$ cat src/rtl/matvec_loader.sv
// Serial-to-parallel operand loader: assembles vectors a and b from a framed
// valid/ready word stream and holds them stable until the adder acknowledges.
module matvec_loader #(
    parameter int WIDTH = 32,
    parameter int LEN   = 5
) (
    input  logic                    clk,
    input  logic                    rst,
    input  logic                    in_valid_i,
    output logic                    in_ready_o,
    input  logic signed [WIDTH-1:0] in_data_i,
    input  logic                    in_last_i,
    output logic signed [WIDTH-1:0] a_vec_o [LEN],
    output logic signed [WIDTH-1:0] b_vec_o [LEN],
    output logic                    vec_valid_o,
    input  logic                    vec_ack_i,
    output logic                    frame_err_o
);

    localparam int IDX_W = (LEN > 1) ? $clog2(LEN) : 1;
    localparam logic [IDX_W-1:0] IDX_LAST = IDX_W'(LEN - 1);

    typedef enum logic [1:0] {
        S_LOAD_A,
        S_LOAD_B,
        S_HOLD
    } state_e;

    state_e                  state_q, state_d;
    logic [IDX_W-1:0]        idx_q, idx_d;
    logic                    vec_valid_q, vec_valid_d;
    logic                    frame_err_q, frame_err_d;
    logic signed [WIDTH-1:0] a_q [LEN];
    logic signed [WIDTH-1:0] b_q [LEN];

    logic xfer;
    logic at_frame_end;
    logic framing_bad;
    logic wr_a;
    logic wr_b;

    // in_ready is a pure function of state and reset so it never waits on in_valid.
    assign in_ready_o   = !rst && (state_q != S_HOLD);
    assign xfer         = in_valid_i && in_ready_o;
    assign at_frame_end = (state_q == S_LOAD_B) && (idx_q == IDX_LAST);
    assign framing_bad  = xfer && (in_last_i != at_frame_end);

    // NOTE: every signal written here gets a default first, so no path leaves one
    // unassigned and no latch is inferred.
    always_comb begin
        state_d     = state_q;
        idx_d       = idx_q;
        frame_err_d = 1'b0;
        wr_a        = 1'b0;
        wr_b        = 1'b0;

        unique case (state_q)
            S_LOAD_A, S_LOAD_B: begin
                if (framing_bad) begin
                    // Drop the frame: the offending word is not stored.
                    state_d     = S_LOAD_A;
                    idx_d       = '0;
                    frame_err_d = 1'b1;
                end else if (xfer) begin
                    wr_a = (state_q == S_LOAD_A);
                    wr_b = (state_q == S_LOAD_B);
                    if (idx_q == IDX_LAST) begin
                        idx_d   = '0;
                        state_d = (state_q == S_LOAD_A) ? S_LOAD_B : S_HOLD;
                    end else begin
                        idx_d = idx_q + IDX_W'(1);
                    end
                end
            end
            S_HOLD: begin
                if (vec_ack_i) begin
                    state_d = S_LOAD_A;
                    idx_d   = '0;
                end
            end
            default: begin
                state_d = S_LOAD_A;
                idx_d   = '0;
            end
        endcase

        vec_valid_d = (state_d == S_HOLD);
    end

    // NOTE: sequential state uses non-blocking assignments so every register
    // samples pre-edge values regardless of statement order.
    always_ff @(posedge clk) begin
        if (rst) begin
            state_q     <= S_LOAD_A;
            idx_q       <= '0;
            vec_valid_q <= 1'b0;
            frame_err_q <= 1'b0;
            // NOTE: the operand arrays are reset because their contents are
            // visible on the ports; a scratch buffer would not need this.
            for (int i = 0; i < LEN; i++) begin
                a_q[i] <= '0;
                b_q[i] <= '0;
            end
        end else begin
            state_q     <= state_d;
            idx_q       <= idx_d;
            vec_valid_q <= vec_valid_d;
            frame_err_q <= frame_err_d;
            if (wr_a) a_q[idx_q] <= in_data_i;
            if (wr_b) b_q[idx_q] <= in_data_i;
        end
    end

    assign a_vec_o     = a_q;
    assign b_vec_o     = b_q;
    assign vec_valid_o = vec_valid_q;
    assign frame_err_o = frame_err_q;

endmodule

$ cat config.mk
export PLATFORM = sky130hd
export DESIGN_NAME = matvec_loader
export DESIGN_NICKNAME = d
export VERILOG_FILES = /design/src/rtl/matvec_loader.sv
export SDC_FILE = /design/constraint.sdc
export NUM_CORES = 1
export LEC_CHECK = 0
export BUFFER_PORTS_ARGS = -buffer_cell sky130_fd_sc_hd__buf_2
export CORE_ASPECT_RATIO = 0.8
export CORE_MARGIN = 1
export CORE_UTILIZATION = 48
export DETAILED_ROUTE_END_ITERATION = 10
export HOLD_SLACK_MARGIN = 0.06
export PLACE_DENSITY = 0.82
export SLEW_MARGIN = 40
export SYNTH_ARGS = -nofsm -noshare
export SYNTH_HDL_FRONTEND = slang
export SYNTH_SLANG_ARGS = --single-unit
$ cat constraint.sdc
create_clock -name clk -period 2.3 [get_ports clk]
set_input_delay 0.46 -clock clk [delete_from_list [all_inputs] [get_ports clk]]
set_output_delay 0.46 -clock clk [all_outputs]
set_load 0.01 [all_outputs]
==> results of run 1 <==
[worst reg2reg max path, cell delays in order (launching register included)]
cell	delay, ps
sky130_fd_sc_hd__dfxtp_1	310
sky130_fd_sc_hd__or4b_4	570
sky130_fd_sc_hd__buf_4	220
sky130_fd_sc_hd__nor3_4	230
sky130_fd_sc_hd__buf_12	200
sky130_fd_sc_hd__buf_12	210
sky130_fd_sc_hd__mux2i_1	240
[sequential cells by signal, indices dropped and copies added (netlist names)]
| name | flops |
|---|---|
| a_vec_o | 160 |
| idx_q | 3 |
| b_vec_o | 160 |
| state_q | 2 |
| frame_err_o | 1 |
| vec_valid_o | 1 |
[final cells by class]
type                    count  area, sq um
clock inverters            11          160
fillers                  2408        11600
well taps                 377          472
inverters                   4         20.0
repair buffers            430         2560
clock buffers              46          926
flip-flops and latches    327         6550
multi-input cells        1015         7040
[cell usage after synthesis, types with 2 or more instances]
master / n
sky130_fd_sc_hd__dfxtp_1: 327
sky130_fd_sc_hd__mux2i_1: 200
sky130_fd_sc_hd__nand2_1: 176
sky130_fd_sc_hd__clkbuf_1: 135
sky130_fd_sc_hd__nand4_1: 96
sky130_fd_sc_hd__a21oi_1: 70
sky130_fd_sc_hd__nand3_1: 69
sky130_fd_sc_hd__and3b_1: 65
sky130_fd_sc_hd__nor3b_1: 65
sky130_fd_sc_hd__o21ai_0: 65
sky130_fd_sc_hd__a31o_2: 35
sky130_fd_sc_hd__nor4_1: 35
sky130_fd_sc_hd__o211ai_1: 32
sky130_fd_sc_hd__nand2b_1: 28
sky130_fd_sc_hd__nor2b_1: 22
sky130_fd_sc_hd__mux2_2: 17
sky130_fd_sc_hd__buf_1: 16
sky130_fd_sc_hd__buf_2: 11
sky130_fd_sc_hd__buf_4: 7
sky130_fd_sc_hd__buf_6: 4
sky130_fd_sc_hd__nor2_1: 4
sky130_fd_sc_hd__inv_1: 3
sky130_fd_sc_hd__nor4b_1: 3
sky130_fd_sc_hd__or3_1: 3
sky130_fd_sc_hd__a211oi_1: 2
sky130_fd_sc_hd__and4b_1: 2
sky130_fd_sc_hd__ha_1: 2
sky130_fd_sc_hd__mux2_1: 2
sky130_fd_sc_hd__mux2_4: 2
sky130_fd_sc_hd__nand3b_1: 2
sky130_fd_sc_hd__nand4bb_1: 2
sky130_fd_sc_hd__nor3_4: 2
sky130_fd_sc_hd__or2_2: 2
sky130_fd_sc_hd__or4b_2: 2
[power by group through the flow]
stage          combinational, mW  sequential [mW]  clock [mW]
2_1_floorplan              0.353             5.85           0
3_3_place_gp               0.697             5.84           0
3_5_place_dp               0.705             5.84           0
4_1_cts                    0.709             5.71        5.55
5_1_grt                    0.757             5.72        5.78
6_report                   0.720             5.72        5.50
[stage by stage]
stage / power (mW) / setup TNS (ps)
after floorplan: 6.20 / 0
after global placement: 6.54 / 0
after detailed placement: 6.55 / -41.9
after CTS: 12.0 / 0
after global routing: 12.2 / 0
final: 11.9 / 0
[metal layers]
metal | vias up | wire, microns | part of all wire (%)
li1 | 6060 | - | -
met1 | 6337 | 20300 | 42
met3 | 135 | 4710 | 9.6
met4 | 2 | 2270 | 4.6
met5 | - | 13 | 0.027
met2 | 686 | 21600 | 44
[logic make-up (layout without fill, tap and decap cells)]
family / after synthesis / count (layout) / synth area share, %
mux: 221 / 221 / 15.7
simple gates: 583 / 583 / 24.1
flops: 327 / 327 / 45.9
xor+xnor: 1 / 1 / 0.0614
buf+inv: 177 / 491 / 5.15
fa+ha+maj: 2 / 2 / 0.175
compound gates: 208 / 208 / 8.92
[cells in the final DEF, fill, tap and decap left out, drive strengths merged, types with 3 or more instances in the layout]
cell / n
a21oi: 70
a31o: 35
and3b: 65
buf: 430
bufinv: 3
clkbuf: 46
clkinvlp: 3
dfxtp: 327
inv: 7
mux2: 21
mux2i: 200
nand2: 176
nand2b: 28
nand3: 69
nand4: 96
nor2: 4
nor2b: 22
nor3b: 65
nor4: 35
nor4b: 3
o211ai: 32
o21ai: 65
or3: 3
or4b: 3
[path summary, 6_finish.rpt]
check                              end  slack, ps  depth (start not counted)
max reg2reg  a_vec_o[114]$_SDFFE_PP0P_        230                          6
max          a_vec_o[114]$_SDFFE_PP0P_        230                          6
min           b_vec_o[69]$_SDFFE_PP0P_        240                          3
min reg2reg  a_vec_o[125]$_SDFFE_PP0P_        450                          2
==> run summary, run 1 <==
Boundary pin count -> 360
Clock power frac -> 46.1%
Number of nets in the finished design -> 1851
Cell family with most CP delay -> simple AND/OR/NAND/NOR gates
Switching power total -> 2.84 mW
DIE HEIGHT -> 156 microns
Maximum capacitance violations -> 0
Async set-or-reset flop fraction in the synthesized netlist -> 0%
Fraction of power spent switching nets -> 23.8%
Count of buffers inserted at the top-level ports -> 359
Top cells by area in the synthesized netlist -> sky130_fd_sc_hd__dfxtp_1, sky130_fd_sc_hd__mux2i_1, sky130_fd_sc_hd__nand2_1
Maximum buffer depth of the clock tree -> 3
Largest stage delay on the critical path -> 570 ps
Final weighted congestion of routability-driven global placement -> 0.847
Clock-pin slew reported for the worst setup and hold paths after clock tree synthesis -> 60 ps
Number of H-tree levels -> 2
Share of power burned in registers -> 47.9%
Met2 Usage GRT -> 47.0%
Slew at the pin closest to its max-slew limit -> 870 ps
Hold/Removal Path Class -> in2reg
Post-synthesis instance area -> 14300 sq um
Arrival time reported for the critical path endpoint -> 2490 ps
Wire length of the first global-routing pass -> 72200 microns
Post-synthesis cell type with the largest combined area -> sky130_fd_sc_hd__dfxtp_1
Critical path origin -> state_q[0]$_SDFF_PP0_
Portion of the clock cycle consumed by the worst path in the final layout -> 89.9%
Leakage -> 8.25 nW
Sort of element at the end of the critical path -> register
Total buffers and inverters traversed by the critical path -> 3
Post-Layout Inst Area -> 17700 sq um
Total number of vias -> 13200
Cell at the slowest stage of the critical path -> sky130_fd_sc_hd__or4b_4
Total iterations of the first detailed-routing run -> 7
Proportion of layout cells with a drive suffix above 1 -> 30.1%
Number of placement rows -> 56
Setup Slack @ Placement -> -30.5 ps
Cells traversed along the worst timing path -> or4b_4 -> buf_4 -> nor3_4 -> buf_12 -> buf_12 -> mux2i_1
Post-CTS resize count -> 0
Number of instances in the synthesized netlist -> 1519
# placed instances -> 2153
Power density normalized to cell area -> 673 nW/um^2
Peak VDD IR -> 0.520 mV
Clock tree from TritonCTS -> done
Worst Setup Path Type -> reg2reg
Global routing's busiest layer -> met2
Number of global-route vias before repair -> 12000
Final critical path time including I/O delays and setup -> 2070 ps
Reg2Reg Launch Point -> state_q[0]$_SDFF_PP0_
Syn Nets -> 1558
Clock Sinks -> 327
Largest fanout on the critical path -> 17
Post-detailed-route DRC marker count -> 0
Overall die area -> 30400 sq um
Logic gate share of total power -> 6.0%
Area inside the core boundary -> 29300 sq um
Grt ovf -> 0
Die outline width -> 195 microns
Yosys top cell area share -> 45.9%
Number of design-rule violations left by the first detailed-router iteration -> 1217
Non-Filler Instances -> 2210
Total global-route track usage -> 30.8%
Number of buffers created by CTS -> 34
Number of diodes -> 0
Total Wirelength -> 48900 microns
Grt met1 use -> 40.8%
Layout Skew -> 20.5 ps
Startpoint of the lowest-slack hold path -> in_data_i[5]
Number of storage elements in the synthesis netlist -> 327
Setup repair after global routing missed its margin -> no
Fraction of the yosys area taken by sequential cells -> 45.9%
DRT antenna net count -> 0
Final Util -> 60.5%
Count of flip-flops with a built-in enable after synthesis -> 0
Latest clock arrival within the worst-skew pair -> 520 ps
Slew headroom -> 42.0%
Largest net degree at the start of global routing -> 218
Final setup violation count -> 0
Met3 track utilization from global routing -> 7.35%
Initial antenna violation count -> 1
Data required time at the worst endpoint -> 2730 ps
Critical Path Most Common Cell -> sky130_fd_sc_hd__buf_12
Endpoints failing hold -> 0
Post-Place Cell Area -> 16600 sq um
Average routed wire per standard cell -> 22.1 microns
Post-synth cell types -> 45
Number of vias per cell after detailed routing -> 5.98
Minimum hold slack -> 242 ps
Max Freq -> 484 MHz
Synthesized area divided by synthesized cell count -> 9.39 sq um
Area delta synth->final -> 24.2%
Kind of launch point of the worst setup path -> register
Clock Root Buffer -> sky130_fd_sc_hd__clkbuf_16
Final Max Tran Viols -> 0
Internal power consumption -> 9.09 mW
Run status -> finished, final reports clean
Initial standard-cell utilization of the core -> 48.7%
Buffers inserted by post-CTS timing repair -> 0
Yosys warnings -> 0
Cts-stage hold buffer count -> 0
Ys flop type -> sky130_fd_sc_hd__dfxtp_1
Least setup slack across all paths after layout -> 233 ps
Sum of net half-perimeters after detailed placement -> 32800 microns
(Power assumes the default switching activity.)
==> run 2: changes to the inputs <==
--- a/config.mk
+++ b/config.mk
@@ -9,9 +9,11 @@
 export CORE_ASPECT_RATIO = 0.8
 export CORE_MARGIN = 1
 export CORE_UTILIZATION = 48
+export CTS_BUF_LIST = sky130_fd_sc_hd__clkbuf_8 sky130_fd_sc_hd__clkbuf_16
 export DETAILED_ROUTE_END_ITERATION = 10
 export HOLD_SLACK_MARGIN = 0.06
 export PLACE_DENSITY = 0.82
+export RECOVER_POWER = 25
 export SLEW_MARGIN = 40
 export SYNTH_ARGS = -nofsm -noshare
 export SYNTH_HDL_FRONTEND = slang
==> run summary, run 2 (same netlist as run 1, synthesis figures left out) <==
Setup repair after global routing missed its margin -> no
Number of global-route vias before repair -> 12000
Reg2Reg Launch Point -> state_q[0]$_SDFF_PP0_
Power density normalized to cell area -> 678 nW/um^2
Average routed wire per standard cell -> 22.2 microns
Total number of vias -> 13200
Number of diodes -> 0
Overall die area -> 30400 sq um
Clock tree from TritonCTS -> done
Final setup violation count -> 0
DRT antenna net count -> 0
Maximum capacitance violations -> 0
Die outline width -> 195 microns
Area inside the core boundary -> 29300 sq um
Commonest cells after routing, fill and taps aside -> sky130_fd_sc_hd__dfxtp_1, sky130_fd_sc_hd__mux2i_1, sky130_fd_sc_hd__buf_2
Post-detailed-route DRC marker count -> 0
Grt ovf -> 0
Number of vias per cell after detailed routing -> 6.00
Reg2reg path depth -> 6
Final weighted congestion of routability-driven global placement -> 0.847
Maximum buffer depth of the clock tree -> 3
Boundary pin count -> 360
Data required time at the worst endpoint -> 2730 ps
Critical path origin -> state_q[0]$_SDFF_PP0_
Least setup slack across all paths after layout -> 229 ps
Number of H-tree levels -> 2
Max Freq -> 483 MHz
Setup Slack @ Placement -> -30.5 ps
Area delta synth->final -> 22.8%
Largest net degree at the start of global routing -> 218
Clock-pin slew reported for the worst setup and hold paths after clock tree synthesis -> 60 ps
Sum of net half-perimeters after detailed placement -> 32800 microns
Number of nets in the finished design -> 1851
Endpoint of the worst register-to-register path -> a_vec_o[109]$_SDFFE_PP0P_
Number of buffers created by CTS -> 34
Number of design-rule violations left by the first detailed-router iteration -> 1195
Arrival time reported for the critical path endpoint -> 2500 ps
Portion of the clock cycle consumed by the worst path in the final layout -> 90.0%
Most frequent standard cell in the layout excluding fill and tap cells -> sky130_fd_sc_hd__dfxtp_1
Non-Filler Instances -> 2210
Total Wirelength -> 49000 microns
Flop-to-flop setup slack -> 230 ps
DIE HEIGHT -> 156 microns
Clock Root Buffer -> sky130_fd_sc_hd__clkbuf_16
Buffers inserted by post-CTS timing repair -> 0
Sort of element at the end of the critical path -> register
Last element of the critical path -> a_vec_o[109]$_SDFFE_PP0P_
Total power of the final layout -> 11.9 mW
Slew headroom -> 40.7%
# placed instances -> 2153
Final Max Tran Viols -> 0
Largest fanout on the critical path -> 17
Post-CTS resize count -> 0
Layout Skew -> 19.0 ps
Wire length of the first global-routing pass -> 72200 microns
Worst Setup Path Type -> reg2reg
Peak VDD IR -> 0.522 mV
Proportion of layout cells with a drive suffix above 1 -> 21.3%
Kind of launch point of the worst setup path -> register
Initial antenna violation count -> 1
Final critical path time including I/O delays and setup -> 2070 ps
Total global-route track usage -> 30.8%
Clock Sinks -> 327
Number of placement rows -> 56
Count of buffers inserted at the top-level ports -> 359
Latest clock arrival within the worst-skew pair -> 520 ps
Cts-stage hold buffer count -> 0
Endpoints failing hold -> 0
Run status -> finished, final reports clean
Initial standard-cell utilization of the core -> 48.7%
Leakage -> 7.58 nW
Hold/Removal Path Class -> in2reg
Total iterations of the first detailed-routing run -> 5
Slew at the pin closest to its max-slew limit -> 889 ps
[run 2: changes by cell type in the layout (fill, tap and decap cells not counted)]
cell	previous run	this run
sky130_fd_sc_hd__inv_1	3	12
sky130_fd_sc_hd__clkbuf_1	9	161
sky130_fd_sc_hd__buf_2	357	196
[run 2: stage by stage]
step	utilization [%]	cell area, sq um	hold WS [ps]	TNS, ps
6_report	59.8	17500	243	0
3_3_place_gp	56.8	16600	440	0
4_1_cts	60.5	17700	226	0
5_1_grt	59.8	17500	251	0
2_1_floorplan	-	14300	479	0
3_5_place_dp	56.8	16600	445	-41.9
[run 2: area by class of cell]
type	count	area [sq um]
repair buffers	430	2360
fillers	2504	11800
flip-flops and latches	327	6550
inverters	4	20.0
clock buffers	37	892
multi-input cells	1015	7040
clock inverters	20	194
well taps	377	472
[run 2: worst min path at each step]
stage	from	cells after the start	to	slack, ps
6_report	in_data_i[5]	3	b_vec_o[69]$_SDFFE_PP0P_	240
5_1_grt	in_data_i[8]	3	b_vec_o[72]$_SDFFE_PP0P_	250
4_1_cts	in_data_i[5]	3	b_vec_o[69]$_SDFFE_PP0P_	230
3_5_place_dp	a_vec_o[73]$_SDFFE_PP0P_	2	a_vec_o[73]$_SDFFE_PP0P_	440
3_3_place_gp	a_vec_o[73]$_SDFFE_PP0P_	2	a_vec_o[73]$_SDFFE_PP0P_	440
2_1_floorplan	a_vec_o[100]$_SDFFE_PP0P_	2	a_vec_o[100]$_SDFFE_PP0P_	480
[run 2: layer usage]
| layer | vias to the layer above | global-route usage (%) | routed length [microns] |
|---|---|---|---|
| met5 | - | 0 | 13 |
| met4 | 2 | 15.4 | 2260 |
| met1 | 6347 | 40.8 | 20600 |
| li1 | 6059 | - | - |
| met3 | 129 | 7.35 | 4610 |
| met2 | 712 | 47.0 | 21500 |
[run 2: power by group]
group	internal, mW	switching, mW
Clock	3.14	2.30
Sequential	5.69	0.0216
Combinational	0.206	0.509
Total	9.04	2.83
[run 2: critical path: stages, from the launching register on]
cell	delay [ps]
sky130_fd_sc_hd__dfxtp_1	310
sky130_fd_sc_hd__or4b_4	570
sky130_fd_sc_hd__buf_4	220
sky130_fd_sc_hd__nor3_4	230
sky130_fd_sc_hd__buf_12	210
sky130_fd_sc_hd__buf_12	190
sky130_fd_sc_hd__mux2i_1	240
